<file path="config.mk">
export PLATFORM = sky130hd
export DESIGN_NAME = bldc_startup_sequencer
export DESIGN_NICKNAME = d
export VERILOG_FILES = /design/src/rtl/bldc_seq_pkg.sv /design/src/rtl/bldc_ramp_gen.sv /design/src/rtl/bldc_startup_sequencer.sv
export SDC_FILE = /design/constraint.sdc
export NUM_CORES = 1
export LEC_CHECK = 0
export ABC_AREA = 1
export CAP_MARGIN = 40
export CORE_ASPECT_RATIO = 0.75
export CORE_UTILIZATION = 46
export CTS_BUF_LIST = sky130_fd_sc_hd__clkbuf_4
export CTS_CLUSTER_DIAMETER = 30
export DETAILED_ROUTE_END_ITERATION = 10
export DONT_BUFFER_PORTS = 1
export PLACE_DENSITY = 0.67
export SYNTH_ARGS = -nofsm -noshare
export SYNTH_HDL_FRONTEND = slang
export SYNTH_SLANG_ARGS = --single-unit
</file>
<file path="constraint.sdc">
create_clock -name i_clk -period 2.8 [get_ports i_clk]
set_input_delay 0.28 -clock i_clk [delete_from_list [all_inputs] [get_ports i_clk]]
set_output_delay 0.28 -clock i_clk [all_outputs]
set_load 0.05 [all_outputs]
</file>
<file path="src/rtl/bldc_seq_pkg.sv">
// rtl/bldc_seq_pkg.sv - shared state encoding, fault codes and Hall validity helper for the start-up sequencer
package bldc_seq_pkg;

    typedef enum logic [2:0] {
        IDLE     = 3'd0,
        ALIGN    = 3'd1,
        RAMP     = 3'd2,
        RUN      = 3'd3,
        RAMPDOWN = 3'd4,
        FAULT    = 3'd5
    } seq_state_e;

    localparam logic [1:0] FAULT_NONE       = 2'd0;
    localparam logic [1:0] FAULT_HALL       = 2'd1;
    localparam logic [1:0] FAULT_STALL_RAMP = 2'd2;
    localparam logic [1:0] FAULT_STALL_RUN  = 2'd3;

    localparam logic [2:0] HALL_INVALID_LO = 3'b000;
    localparam logic [2:0] HALL_INVALID_HI = 3'b111;

    function automatic logic hall_invalid(input logic [2:0] hall);
        return (hall == HALL_INVALID_LO) || (hall == HALL_INVALID_HI);
    endfunction

endpackage

</file>
<file path="src/rtl/bldc_ramp_gen.sv">
// rtl/bldc_ramp_gen.sv - tick divider plus saturating up/down duty register; doubles as the reference register
module bldc_ramp_gen #(
    parameter logic [15:0] RAMP_DIV  = 16'd10_000,
    parameter logic [11:0] RAMP_STEP = 12'd4
) (
    input  logic        i_clk,
    input  logic        i_reset,
    input  logic        i_load,
    input  logic [11:0] i_load_val,
    input  logic        i_dir_up,
    input  logic [11:0] i_ceiling,
    input  logic        i_en,
    output logic [11:0] o_value,
    output logic        o_at_limit
);

    logic [15:0] div_q, div_d;
    logic [11:0] value_q, value_d;
    logic [12:0] up_sum;
    logic        tick;

    always_comb begin
        div_d   = div_q;
        value_d = value_q;
        tick    = (div_q == RAMP_DIV - 16'd1);
        // 13-bit sum so a step near 4095 saturates instead of wrapping
        up_sum  = {1'b0, value_q} + {1'b0, RAMP_STEP};
        if (i_load) begin
            div_d   = '0;
            value_d = i_load_val;
        end else if (i_en) begin
            if (tick) begin
                div_d = '0;
                if (i_dir_up) begin
                    value_d = (up_sum >= {1'b0, i_ceiling}) ? i_ceiling : up_sum[11:0];
                end else begin
                    value_d = (value_q > RAMP_STEP) ? (value_q - RAMP_STEP) : 12'd0;
                end
            end else begin
                div_d = div_q + 16'd1;
            end
        end
    end

    always_ff @(posedge i_clk or posedge i_reset) begin
        if (i_reset) begin
            div_q   <= '0;
            value_q <= '0;
        end else begin
            div_q   <= div_d;
            value_q <= value_d;
        end
    end

    assign o_value    = value_q;
    assign o_at_limit = i_dir_up ? (value_q == i_ceiling) : (value_q == 12'd0);

endmodule

</file>
<file path="src/rtl/bldc_startup_sequencer.sv">
// rtl/bldc_startup_sequencer.sv - BLDC align/ramp/hand-off/stop/fault sequencer ahead of the PI controller
// Optional stall detection is built when BLDC_SEQ_STALL_DETECT_EN is defined.
module bldc_startup_sequencer
    import bldc_seq_pkg::*;
#(
    parameter logic [11:0] ALIGN_DUTY   = 12'd400,
    parameter logic [23:0] ALIGN_CYCLES = 24'd5_000_000,
    parameter logic [15:0] RAMP_DIV     = 16'd10_000,
    parameter logic [11:0] RAMP_STEP    = 12'd4,
    parameter logic [12:0] HANDOFF_RPM  = 13'd300
`ifdef BLDC_SEQ_STALL_DETECT_EN
    ,
    parameter logic [27:0] STALL_CYCLES = 28'd50_000_000
`endif
) (
    input  logic        i_clk,
    input  logic        i_reset,
    input  logic        i_start,
    input  logic        i_stop,
    input  logic        i_fault_clr,
    input  logic        i_rot_ccw_req,
    input  logic [11:0] i_target_ref,
    input  logic [2:0]  i_hall_state,
    input  logic [12:0] i_rpm,
    input  logic        i_rpm_valid,
    output logic        o_enable_control,
    output logic        o_bypass,
    output logic        o_rot_ccw,
    output logic [11:0] o_reference,
    output logic [2:0]  o_state,
    output logic        o_fault,
    output logic [1:0]  o_fault_code
);

    logic [2:0]  hall_s1_q, hall_s2_q;
    seq_state_e  state_q, state_d;
    logic [23:0] align_q, align_d;
    logic        ccw_q, ccw_d;
    logic        enable_q, enable_d;
    logic        bypass_q, bypass_d;
    logic        fault_q, fault_d;
    logic [1:0]  code_q, code_d;
    logic        hall_bad, handoff, stall_ramp, stall_run;
    logic        ramp_load, ramp_en, ramp_up, ramp_at_limit;
    logic [11:0] ramp_load_val, ramp_value;

    always_comb begin
        state_d  = state_q;
        ccw_d    = ccw_q;
        code_d   = code_q;
        hall_bad = hall_invalid(hall_s2_q);
        handoff  = i_rpm_valid && (i_rpm >= HANDOFF_RPM);
        // within each state: fault first, then stop, then timer/hand-off
        case (state_q)
            IDLE: begin
                if (i_start && !i_stop) begin
                    state_d = ALIGN;
                    ccw_d   = i_rot_ccw_req;
                end
            end
            ALIGN: begin
                if (i_stop)                                  state_d = RAMPDOWN;
                else if (align_q == ALIGN_CYCLES - 24'd1)    state_d = RAMP;
            end
            RAMP: begin
                if (hall_bad) begin
                    state_d = FAULT;
                    code_d  = FAULT_HALL;
                end else if (stall_ramp) begin
                    state_d = FAULT;
                    code_d  = FAULT_STALL_RAMP;
                end else if (i_stop)  state_d = RAMPDOWN;
                else if (handoff)     state_d = RUN;
            end
            RUN: begin
                if (hall_bad) begin
                    state_d = FAULT;
                    code_d  = FAULT_HALL;
                end else if (stall_run) begin
                    state_d = FAULT;
                    code_d  = FAULT_STALL_RUN;
                end else if (i_stop)  state_d = RAMPDOWN;
            end
            RAMPDOWN: begin
                if (ramp_at_limit) state_d = IDLE;
            end
            FAULT: begin
                if (i_fault_clr && !i_start) state_d = IDLE;
            end
            default: state_d = IDLE;
        endcase

        if (state_d != FAULT) code_d = FAULT_NONE;
        align_d  = (state_d == ALIGN && state_q == ALIGN) ? (align_q + 24'd1) : 24'd0;
        enable_d = (state_d == RUN);
        bypass_d = (state_d != RUN);
        fault_d  = (state_d == FAULT);
    end

    // Ramp register holds the reference in every state; outside the ramping states it is reloaded each cycle
    always_comb begin
        ramp_load = (state_d != state_q) || !(state_d == RAMP || state_d == RAMPDOWN);
        ramp_en   = (state_q == RAMP) || (state_q == RAMPDOWN);
        ramp_up   = (state_q == RAMP);
        case (state_d)
            ALIGN, RAMP: ramp_load_val = ALIGN_DUTY;
            RUN:         ramp_load_val = i_target_ref;
            RAMPDOWN:    ramp_load_val = ramp_value;
            default:     ramp_load_val = 12'd0;
        endcase
    end

    bldc_ramp_gen #(
        .RAMP_DIV  (RAMP_DIV),
        .RAMP_STEP (RAMP_STEP)
    ) u_ramp (
        .i_clk      (i_clk),
        .i_reset    (i_reset),
        .i_load     (ramp_load),
        .i_load_val (ramp_load_val),
        .i_dir_up   (ramp_up),
        .i_ceiling  (i_target_ref),
        .i_en       (ramp_en),
        .o_value    (ramp_value),
        .o_at_limit (ramp_at_limit)
    );

`ifdef BLDC_SEQ_STALL_DETECT_EN
    logic [2:0]  hall_d1_q;
    logic [27:0] stall_q, stall_d;
    logic        hall_edge, stall_hit;

    always_comb begin
        hall_edge  = (hall_s2_q != hall_d1_q);
        stall_hit  = (stall_q == STALL_CYCLES - 28'd1) && !hall_edge;
        stall_ramp = stall_hit && ramp_at_limit;
        stall_run  = stall_hit;
    end

    always_comb begin
        stall_d = stall_q;
        if (hall_edge || (state_d != state_q))     stall_d = '0;
        else if (stall_q != STALL_CYCLES - 28'd1)  stall_d = stall_q + 28'd1;
    end

    always_ff @(posedge i_clk or posedge i_reset) begin
        if (i_reset) begin
            hall_d1_q <= '0;
            stall_q   <= '0;
        end else begin
            hall_d1_q <= hall_s2_q;
            stall_q   <= stall_d;
        end
    end
`else
    assign stall_ramp = 1'b0;
    assign stall_run  = 1'b0;
`endif

    always_ff @(posedge i_clk or posedge i_reset) begin
        if (i_reset) begin
            hall_s1_q <= '0;
            hall_s2_q <= '0;
            state_q   <= IDLE;
            align_q   <= '0;
            ccw_q     <= 1'b0;
            enable_q  <= 1'b0;
            bypass_q  <= 1'b1;
            fault_q   <= 1'b0;
            code_q    <= FAULT_NONE;
        end else begin
            hall_s1_q <= i_hall_state;
            hall_s2_q <= hall_s1_q;
            state_q   <= state_d;
            align_q   <= align_d;
            ccw_q     <= ccw_d;
            enable_q  <= enable_d;
            bypass_q  <= bypass_d;
            fault_q   <= fault_d;
            code_q    <= code_d;
        end
    end

    assign o_enable_control = enable_q;
    assign o_bypass         = bypass_q;
    assign o_rot_ccw        = ccw_q;
    assign o_reference      = ramp_value;
    assign o_state          = state_q;
    assign o_fault          = fault_q;
    assign o_fault_code     = code_q;

endmodule

</file>
* Yosys cells after proc, flatten, opt, wreduce, memory -nomap -nowiden
Index checks and enable logic that the tools add are counted.
Operators by class: add/subtract/negate cells 4, multipliers 0, div/mod/pow operators 0, magnitude comparators 3, equality and inequality tests 18, shifts and indexed selects 0, muxes and demuxes 26, bitwise gates (word level) 0, reductions and logical operators 23
Operators by type and width (number):
- 12-bit 2-to-1 mux | 6
- 16-bit 2-to-1 mux | 3
- 12-bit one-hot mux with 3 select lines | 1
- 3-bit 2-to-1 mux | 10
- 24-bit by 1-bit adder with 24-bit output, second input constant | 1
- 24-bit by 23-bit equality test with 1-bit output, second input constant | 1
- 24-bit 2-to-1 mux | 1
- 3-bit one-hot mux with 6 select lines | 1
- 16-bit by 1-bit adder with 16-bit output, second input constant | 1
- 16-bit by 14-bit equality test with 1-bit output, second input constant | 1
- 3-bit equality test, second input constant | 5
- 12-bit by 3-bit adder with 13-bit output, second input constant | 1
- 13-bit by 12-bit greater-or-equal comparator with 1-bit output | 1
- 13-bit by 9-bit greater-or-equal comparator with 1-bit output, second input constant | 1
- 12-bit equality test | 1
- 3-bit by 2-bit equality test with 1-bit output, second input constant | 4
- 12-bit by 3-bit > comparator with 1-bit output, second input constant | 1
- 12-bit logical NOT | 1
- 12-bit by 3-bit subtractor with 12-bit output, second input constant | 1
- 2-bit nonzero test | 4
- 3-bit by 1-bit equality test with 1-bit output, second input constant | 2
- 3-bit logical NOT | 2
- 2-bit 2-to-1 mux | 3
- 1-bit logical AND | 4
- other kinds (10) | 17
Storage, ports and cells: register bits 67, latch bits 0, RAM bits 0, ROM bits 0, output and inout port bits 21, word-level logic and storage cells 85, memories 0

* Logic depth before layout (Yosys ltp)
Gate-level depths: netlist of the first run.
depth after elaboration 12, gate-level depth with buffers 20, gate-level depth less buffers 19

* Cells and area by module
A second synthesis of the first run with hierarchy kept.
Unflattened totals: cell total of the unflattened synthesis 750, area total of the unflattened synthesis 5099.9 sq um
By module, submodules not included:
- bldc_ramp_gen | instances 1, cells an instance 426, area each 2755.1 sq um
- bldc_startup_sequencer | instances 1, cells an instance 324, area each 2344.7 sq um

* Least setup slack after synthesis of the first run
OpenSTA, ideal clock, no wires.
path type reg2reg, start reg u_ramp.value_q[4], in the netlist u_ramp.o_value[4], end reg u_ramp.value_q[9], in the netlist u_ramp.o_value[9], setup time 118 ps, arrival 2763 ps, required time 2682 ps, slack -82 ps, stages on the path, launching flop included 19, cell sequence dfrtp_1 buf_2 nand2_1 nor2_1 nand4_1 nor3_1 xor2_1 inv_1 ha_1 inv_1 o211ai_1 nor2_1 nand3_1 nand2_1 nand3_2 nand2_1 nand2_1 nand2_1 nand2_1
On the way: longest elaborated chain between the ends 10, elaborated cells between the ends (all ways) 29
RTL lines:
- from (decl) | line bldc_ramp_gen.sv:18 | logic [11:0] value_q, value_d;
- from (signal assigned) | line bldc_ramp_gen.sv:51 | value_q <= value_d;
- branches (longest 10 deep; another with 12-bit by 3-bit adder with 13-bit output)
Several ways; the timed one is not identified. The select of a mux whose other input is x is not followed. A chain may end at the register's enable or synchronous reset.

* Worst setup path in the final report of the first run
start reg u_ramp.value_q[3], in the netlist u_ramp.o_value[3], end reg u_ramp.value_q[10], in the netlist u_ramp.o_value[10]
The elaborated chain is that of the path after synthesis.

==> flow_metrics.tcl, run 1 <==
set metrics [dict create \
    drt-total-wl_um 11400 \
    die_y_um 87.2 \
    gp_congestion 0.964 \
    insertedDiodeCount 0 \
    synthArstFlopShare_pct 100 \
    p_int_w 0.00207 \
    routedWlPerCell_um 14.3 \
    yosys_warnings 0 \
    setup_slack_ps -18.0 \
    syn_nets 676 \
    layout_commonest_cell "nand2_1" \
    finalSetupTns_ps -51.1 \
    seqPwrFrac_pct 30.8 \
    fmax_ghz 0.355 \
    antenna_found_initial 0 \
    start_util_pct 48.2 \
    violations "setup timing" \
    drt_iter0_markers 248 \
    hp-class "in -> reg" \
    maxCapViolCount 0 \
    irDropWorstVdd_uv 498 \
    num_rows 30 \
    io_pins 56 \
    grt_start_max_net_pins 33 \
    fin_crit_ps 2820 \
    dieArea_sq_mm 0.0101 \
    synth_enable_flop_cells 0 \
    portBuffers 0 \
    grt_pass1_wl_um 17800 \
    ys_types 41 \
    final_nets 716 \
    endpoint_kind "register" \
    core_sq_mm 0.00923 \
    worstSkewPairLatency_ps 430 \
    grt_overflow 0 \
    die_x_um 116 \
    relSlewSlack_pct 54.7 \
    cts_buffers 9 \
    swShare_pct 47.8 \
    syn_area_per_cell_sq_um 7.15 \
    drive_gt1_share_pct 16.8 \
    firstDrtPassIters 5 \
    clkPwrFrac_pct 18.6 \
    final_cell_mix "nand2_1, nor2_1, inv_1" \
    grt_pass1_vias 3628 \
    netSwitchingPower_w 0.00190 \
    numClockSinks 66 \
    tightestPinTransition_ps 678 \
    num_vias 4102 \
    ys.flop_type "dfrtp_1" \
    worstPathMaxFanout 8 \
    hpwl_um 8370 \
    synth_seq_cells 66 \
    drc 0 \
    power.leakage_nw 2.46 \
    grt_use_total_pct 23.5 \
    fin_crit_sh_pct 101 \
    postSynthCellCount 623 \
    stdcell_area_sq_mm 0.00517 \
    htreeDepth 3 \
    maxSlewViolCount 0 \
    crit_type "reg -> reg" \
    worstPathRequired_ps 3120 \
    cts_root_buf "clkbuf_4" \
    setup_viol_count_final 6 \
    finalClockSkew_ps 17.8 \
    cellPowerDensity_mw_per_mm2 767 \
    syn_to_final_growth_pct 16.2 \
    rsz0062_at_grt "yes" \
    fillers 870 \
    vias_per_cell 5.15 \
    synthesis.area_sq_mm 0.00445 \
    setup.worst_path.start_class "register" \
    place_area_sq_mm 0.00475 \
    hold_violations 0 \
    ant_nets 0 \
    ys_seq_area_share_pct 37.1 \
    clkTransAtPathRegs_ps 130 \
    tritoncts "built" \
    crit_arrival_ps 3130 \
    outcome "finished, violations left" \
    comb_power_share_pct 50.6 \
    clk_path_buf_depth 2 \
]
## worst max-delay path, stage by stage, from the launching register on
cell	delay (ps)
dfrtp_2	480
ha_4	190
nand3_2	110
nor3_2	250
xor2_1	190
inv_1	100
ha_4	230
nand2_2	50
nand3b_1	130
nor2_1	60
nor2_1	150
nand3_2	190
nand2_2	140
nand3_4	170
nand2_1	100
nand2_1	50
nand2_1	60
nand2_1	50
## timing repair
| action | CTS | global route |
|---|---|---|
| hold endpoints to repair | 34 | 0 |
| resized for setup | 4 | 27 |
| setup endpoints to repair | 12 | 12 |
| buffers inserted | 0 | 8 |
| hold buffers | 5 | 0 |
| gates cloned | 0 | 1 |
| pin swaps | 0 | 20 |
## layer usage
| layer | vias to the layer above | track usage (%) | routed length, um |
|---|---|---|---|
| met1 | 1899 | 35.7 | 5740 |
| met3 | 12 | 6.05 | 879 |
| li1 | 2049 | - | - |
| met2 | 142 | 32.8 | 4680 |
| met5 | - | 0 | 0 |
| met4 | 0 | 5.90 | 104 |
## path summary, 6_finish.rpt
kind	start	end	slack [ps]	cells after the start
worst max-delay path	u_ramp.o_value[3]	u_ramp.o_value[10]	-20	17
min in group asynchronous	i_reset	u_ramp.div_q[7]	400	2
max in group asynchronous	i_reset	o_bypass	1610	3
worst max register to register	u_ramp.o_value[3]	u_ramp.o_value[10]	-20	17
worst min register to register	hall_s1_q[0]	hall_s2_q[0]	360	0
worst min-delay path	i_target_ref[11]	u_ramp.o_value[11]	40	4
## synth_stat cells (2+ instances only)
library cell  count  share of area, %
nor4_1            3              0.42
nor3_1           19               2.1
nor2_1          126                11
buf_2             8              0.90
nor2_2            3              0.42
xor2_1           25               4.9
nand2_4           2              0.51
nand3b_1          2              0.34
nand3_1          41               4.6
a31oi_1           2              0.28
buf_6             2              0.51
nand4_1          22               3.1
dfrtp_1          65                37
clkbuf_1          2              0.17
nor3b_1           2              0.34
inv_2             5              0.42
xnor2_1           6               1.2
nand2_2           4              0.56
a21oi_1          19               2.1
nand2_1         133                11
inv_1            76               6.4
o21ai_0          10               1.1
ha_1             18               5.1
buf_4             2              0.34
nand3_2           6               1.3
o21a_1            3              0.51
nor2_4            3              0.76
## layout make-up
type	instances	area, sq um	area share (%)
Multi-Input combinational cell	461	2550	49.2
Sequential cell	66	1660	32.1
Timing Repair Buffer	42	332	6.41
Inverter	83	314	6.07
Tap cell	128	160	3.10
Clock inverter	7	93.8	1.81
Clock buffer	9	67.6	1.31
## state kept, by name (all words and copies together) (netlist names), 3 cells and up
register / cells
hall_s1_q: 3
align_q: 24
hall_s2_q: 3
o_state: 3
u_ramp.o_value: 12
u_ramp.div_q: 16
## logic make-up after synthesis
kind of cell               Yosys count  share of synthesized area (%)
and+or+nand+nor                    371                           37.7
buffers and inverters               97                           8.97
DFF                                 66                           37.1
AOI/OAI and AO/OA                   39                           4.95
xor gates and xnor gates            31                           6.10
adders and majority gates           18                           5.06
other                                1                         0.0842
## metrics by stage
| step | hold slack [ps] | setup slack (ps) | total power [W] | util, % | instances |
|---|---|---|---|---|---|
| after floorplan | 311 | 2.78 | 0.00262 | - | 623 |
| after global placement | 308 | -35.8 | 0.00304 | 51.4 | 766 |
| after detailed placement | 305 | -65.5 | 0.00308 | 51.4 | 766 |
| after CTS | 23.4 | 29.3 | 0.00384 | 53.9 | 787 |
| after global routing | 31.0 | -162 | 0.00424 | 56.0 | 796 |
| final | 41.3 | -18.0 | 0.00397 | 56.0 | 796 |
## power by group through the flow
stage,logic (W),registers [W],clock network [W]
floorplan,0.00122,0.00140,0
global placement,0.00181,0.00123,0
detailed placement,0.00185,0.00123,0
global route,0.00221,0.00124,0.000797
finish,0.00201,0.00122,0.000736
CTS,0.00187,0.00121,0.000756
No activity file was read; power rests on OpenSTA's default activity.
==> inputs of run 2 (changes only) <==
--- a/config.mk
+++ b/config.mk
@@ -5,7 +5,7 @@
 export SDC_FILE = /design/constraint.sdc
 export NUM_CORES = 1
 export LEC_CHECK = 0
-export ABC_AREA = 1
+export ABC_AREA = 0
 export CAP_MARGIN = 40
 export CORE_ASPECT_RATIO = 0.75
 export CORE_UTILIZATION = 46
==> flow_metrics.tcl, run 2 <==
set metrics [dict create \
    outcome "finished, violations left" \
    violations "DRC, setup timing" \
    power.leakage_nw 2.19 \
    synth_commonest_cells "dfrtp_1, nor2_1, nand2_1, nand3_1, xor2_1" \
    layout.cells.non_filler 637 \
    crit_type "reg -> reg" \
    irDropWorstVdd_uv 514 \
    whs_ps 39.8 \
    num_rows 29 \
    registers.top_by_ff_count "align_q" \
    dieArea_sq_mm 0.00932 \
    endpoint_kind "register" \
    hold_depth 2 \
    synth.area.top_cells "dfrtp_1, xor2_1, nor2_1" \
    hp-start "i_target_ref[4]" \
    p_int_w 0.00241 \
    die_x_um 111 \
    synth_top_area_share_pct 39.6 \
    stdcell_area_sq_mm 0.00516 \
    r2r_start "u_ramp.o_value[2]" \
    synth_seq_cells 66 \
    final_nets 577 \
    r2r_cells 14 \
    core_sq_mm 0.00856 \
    grt_use_total_pct 23.8 \
    rsz0062_at_grt "yes" \
    drt_iter0_markers 217 \
    worstSkewPairLatency_ps 420 \
    yosys_warnings 0 \
    clkTransAtPathRegs_ps 120 \
    io_pins 56 \
    maxSlewViolCount 0 \
    setup_viol_count_final 3 \
    vias_per_cell 5.60 \
    synth_xor_area_share_pct 10.4 \
    setup.worst_path.start_class "register" \
    drt-total-wl_um 10500 \
    cts_buffers 9 \
    die_y_um 83.9 \
    grt_pass1_vias 3625 \
    setup_slack_ps -28.8 \
    drc 2 \
    hpwl_um 7500 \
    syn_area_per_cell_sq_um 9.00 \
    synth_top_cell_by_area "dfrtp_1" \
    ys.flop_type "dfrtp_1" \
    dp_slack_ps -146 \
    worstPathMaxFanout 4 \
    routedWlPerCell_um 16.5 \
    fillers 730 \
    crit_arrival_ps 3130 \
    hold_violations 0 \
    antenna_found_initial 0 \
    insertedDiodeCount 0 \
    syn_to_final_growth_pct 25.4 \
    hp-class "in -> reg" \
    seqPwrFrac_pct 29.1 \
    netSwitchingPower_w 0.00193 \
    drive_gt1_share_pct 27.0 \
    fin_crit_sh_pct 101 \
    tritoncts "built" \
    synthArstFlopShare_pct 100 \
    final_cell_mix "nor2_1, dfrtp_1, buf_4" \
    clk_path_buf_depth 2 \
    fmax_ghz 0.354 \
    postSynthCellCount 457 \
    numClockSinks 66 \
    min_to "u_ramp.o_value[4]" \
    tightestPinTransition_ps 526 \
    ant_nets 0 \
    maxCapViolCount 0 \
    relSlewSlack_pct 64.6 \
    synth-simple-area-share_pct 25.4 \
    design_power_total_w 0.00434 \
    htreeDepth 3 \
    place_area_sq_mm 0.00465 \
    gp_congestion 0.884 \
    ys_types 66 \
    grt_start_max_net_pins 30 \
    placed_cells 600 \
    synthesis.area_sq_mm 0.00411 \
    swShare_pct 44.5 \
    largest_reg_flops 24 \
    cts_root_buf "clkbuf_4" \
    r2r_end "u_ramp.o_value[10]" \
    worstPathRequired_ps 3100 \
    synth_compound_area_share_pct 13.3 \
    synth-adder-area-share_pct 5.48 \
    synthMuxAreaShare_pct 0.274 \
    synth_enable_flop_cells 0 \
    layout_commonest_cell "nor2_1" \
    finalClockSkew_ps 21.2 \
    comb_power_share_pct 56.6 \
    grt_overflow 0 \
    fin_crit_ps 2830 \
    num_vias 3570 \
    synth_top_family_by_area "simple AND/OR/NAND/NOR gates" \
    syn_nets 510 \
    grt_pass1_wl_um 17500 \
    start_util_pct 48.0 \
    firstDrtPassIters 7 \
    ff2ff_setup_slack_ps -30 \
    clkPwrFrac_pct 14.3 \
    cellPowerDensity_mw_per_mm2 842 \
    ys_seq_area_share_pct 40.2 \
    portBuffers 0 \
]
run 2: changes by cell type in the layout (fill, tap and decap cells not counted), moves of 7 or more:
cell	change
nand2_2	-7
buf_4	+22
nor3_1	-9
nor2_1	-62
xnor2_1	+12
nand4_1	-15
nand3_1	-14
and4_1	+7
inv_1	-51
nand2_1	-94
o21ai_1	+8
run 2: logic make-up (layout without fill, tap and decap cells):
logic type	after synthesis	in the layout
AO/OA/AOI/OAI	78	78
XOR/XNOR	49	49
adder cells (fa/ha/maj)	18	18
buffers and inverters	42	113
flip-flops	66	66
multiplexers	1	1
other	1	1
AND/OR/NAND/NOR	202	203
run 2: final cells by class:
cell class	instances	area (sq um)	share of cell area [%]
clock buffers	10	75.1	1.46
clock inverters	6	57.6	1.12
inverters	25	96.3	1.87
multi-input cells	350	2530	49.2
flip-flops and latches	66	1660	32.2
well taps	108	135	2.62
repair buffers	72	597	11.6
run 2: critical path, stage by stage (launching register included):
cell and delay (ps):
dfrtp_2 440, buf_6 120, nand3_4 70, nor2_1 130
xor2_1 230, ha_1 290, o21ai_1 160, nor2_2 70
a2111oi_4 200, a31o_4 240, and2_4 200, o21ai_4 90
buf_12 150, a221oi_2 230, o31ai_1 100
run 2: timing repair:
action	4_1_cts	5_1_grt
buffers inserted	9	3
endpoints found under the setup margin	26	26
resized for setup	19	29
pin swaps	16	26
gates cloned	1	1
hold endpoints to repair	25	0
hold buffers	7	0
run 2: power groups by stage:
stage | Sequential (W) | Clock, W | Combinational [W]
6_report | 0.00126 | 0.000621 | 0.00246
5_1_grt | 0.00127 | 0.000678 | 0.00264
4_1_cts | 0.00126 | 0.000642 | 0.00225
3_5_place_dp | 0.00127 | 0 | 0.00202
3_3_place_gp | 0.00127 | 0 | 0.00199
2_1_floorplan | 0.00144 | 0 | 0.00133
run 2: layer usage:
layer  vias to the layer above  GRT usage [%]  part of all wire, %
li1                       1737              -                    -
met5                         -              0                    0
met4                         0           8.72                  1.8
met2                       125           33.9                   43
met1                      1691           33.9                   47
met3                        17           7.19                  8.2
run 2: worst max path at each step:
stage | startpoint | to
6_report | u_ramp.o_value[2] | u_ramp.o_value[10]
5_1_grt | u_ramp.o_value[2] | u_ramp.o_value[9]
3_3_place_gp | u_ramp.o_value[3] | u_ramp.o_value[3]
4_1_cts | u_ramp.o_value[2] | u_ramp.o_value[9]
3_5_place_dp | u_ramp.o_value[3] | u_ramp.o_value[3]
2_1_floorplan | u_ramp.o_value[2] | u_ramp.o_value[5]
run 2: stage by stage:
stage,util (%),TNS [ps]
floorplan,-,-558
global placement,54.3,-752
detailed placement,54.3,-1140
CTS,58.6,-183
global route,60.2,-1130
finish,60.2,-45.6
==> inputs of run 3 (changes only) <==
--- a/config.mk
+++ b/config.mk
@@ -8,12 +8,13 @@
 export ABC_AREA = 0
 export CAP_MARGIN = 40
 export CORE_ASPECT_RATIO = 0.75
-export CORE_UTILIZATION = 46
+export CORE_UTILIZATION = 65
 export CTS_BUF_LIST = sky130_fd_sc_hd__clkbuf_4
 export CTS_CLUSTER_DIAMETER = 30
 export DETAILED_ROUTE_END_ITERATION = 10
 export DONT_BUFFER_PORTS = 1
-export PLACE_DENSITY = 0.67
+export PLACE_DENSITY = 0.87
+export SETUP_SLACK_MARGIN = 0.2
 export SYNTH_ARGS = -nofsm -noshare
 export SYNTH_HDL_FRONTEND = slang
 export SYNTH_SLANG_ARGS = --single-unit
==> flow_metrics.tcl, run 3 (synthesized netlist as in run 2, its figures left out) <==
set metrics [dict create \
    outcome "finished, violations left" \
    violations "setup timing" \
    fin_crit_ps 3150 \
    layout.cells.non_filler 600 \
    antenna_found_initial 0 \
    final_cell_mix "nor2_1, dfrtp_1, buf_4" \
    cellPowerDensity_mw_per_mm2 917 \
    gp_congestion 1.00 \
    tritoncts "built" \
    ant_nets 0 \
    registers.top_by_ff_count "align_q" \
    firstDrtPassIters 8 \
    grt_start_max_net_pins 35 \
    critPathLaunch "u_ramp.o_value[3]" \
    setup.worst_path.start_class "register" \
    grt_pass1_vias 3900 \
    grt_overflow 0 \
    final_nets 570 \
    num_rows 24 \
    cts_root_buf "clkbuf_4" \
    rsz0062_at_grt "yes" \
    cts_buffers 9 \
    crit_arrival_ps 3440 \
    drt_iter0_markers 585 \
    placed_cells 567 \
    dieArea_sq_mm 0.00665 \
    num_vias 4237 \
    routedWlPerCell_um 24.1 \
    insertedDiodeCount 0 \
    htreeDepth 3 \
    fin_crit_sh_pct 112 \
    tightestPinTransition_ps 565 \
    core_sq_mm 0.00595 \
    layout_commonest_cell "nor2_1" \
    r2r_start "u_ramp.o_value[3]" \
    hpwl_um 7870 \
    irDropWorstVdd_uv 650 \
    grt_pass1_wl_um 18700 \
    drive_gt1_share_pct 26.8 \
    start_util_pct 69.1 \
    grt_use_total_pct 37.3 \
    dp_slack_ps -203 \
    crit_type "reg -> reg" \
    worstPathRequired_ps 3090 \
    clkTransAtPathRegs_ps 120 \
    finalSetupTns_ps -2630 \
    hp-start "i_target_ref[8]" \
    relSlewSlack_pct 61.8 \
    largest_reg_flops 24 \
    power.leakage_nw 2.18 \
    drc 0 \
    clk_path_buf_depth 2 \
    setup_slack_ps -349 \
    maxCapViolCount 0 \
    portBuffers 0 \
    worstSkewPairLatency_ps 460 \
    vias_per_cell 7.06 \
    endpoint_kind "register" \
    fmax_ghz 0.318 \
    numClockSinks 66 \
    whs_ps 43.9 \
    hold_violations 0 \
    hp-class "in -> reg" \
    finalClockSkew_ps 14.1 \
    drt-total-wl_um 14500 \
    worstPathMaxFanout 5 \
    io_pins 56 \
    maxSlewViolCount 0 \
    die_x_um 93.8 \
    die_y_um 70.9 \
    setup_viol_count_final 12 \
    syn_to_final_growth_pct 25.0 \
]
-- run 3: worst paths after layout --
| kind | end | slack [ps] | depth (start not counted) |
|---|---|---|---|
| max | u_ramp.o_value[4] | -350 | 13 |
| min | u_ramp.o_value[8] | 40 | 2 |
| max reg2reg | u_ramp.o_value[4] | -350 | 13 |
| min reg2reg | hall_s2_q[1] | 360 | 0 |
| max in group asynchronous | u_ramp.div_q[5] | 1440 | 4 |
| min in group asynchronous | u_ramp.div_q[1] | 330 | 2 |
-- run 3: worst max-delay path, stage by stage (launching register included) --
cell and delay (ps):
dfrtp_2 460, ha_4 190, nand3_4 80, xnor2_2 150
ha_1 440, a211oi_2 160, nor2_2 160, a2111oi_4 50
a31o_2 310, and2_4 180, buf_4 140, o21ai_2 140
a211oi_2 100, nor3_1 440
-- run 3: power by group --
part           leakage, nW  switching, W  internal (W)  total, W
clock               0.0800      0.000393      0.000359  0.000753
sequential           0.881      0.000212       0.00106   0.00127
combinational         1.22       0.00169       0.00100   0.00269
-- run 3: layout make-up --
| class | instances | area [sq um] |
|---|---|---|
| multi-input cells | 349 | 2580 |
| clock buffers | 9 | 67.6 |
| inverters | 25 | 93.8 |
| repair buffers | 66 | 551 |
| well taps | 78 | 97.6 |
| flip-flops and latches | 66 | 1660 |
| fillers | 274 | 807 |
| clock inverters | 7 | 92.6 |
-- run 3: repair_timing --
item,in CTS,in global routing
hold buffers,7,0
gates resized for setup,26,28
endpoints found under the setup margin,27,26
cloned,0,0
endpoints found under the hold margin,31,0
setup buffers,6,4
pin swaps,20,10
-- run 3: metal layers --
metal	part of all wire, %	up-vias	wire length [um]	track usage [%]
met5	0	-	0	0
met2	44	432	6330	58.4
li1	-	1723	-	-
met3	13	148	1870	13.0
met4	8.4	0	1210	17.1
met1	35	1934	5070	46.7
-- run 3: stage by stage --
step                      area, sq um  power [W]  util (%)
after floorplan                  4260    0.00277         -
after global placement           4590    0.00321      77.3
after detailed placement         4590    0.00332      77.3
after CTS                        4970    0.00420      83.6
after global routing             5140    0.00485      86.4
final                            5140    0.00471      86.4
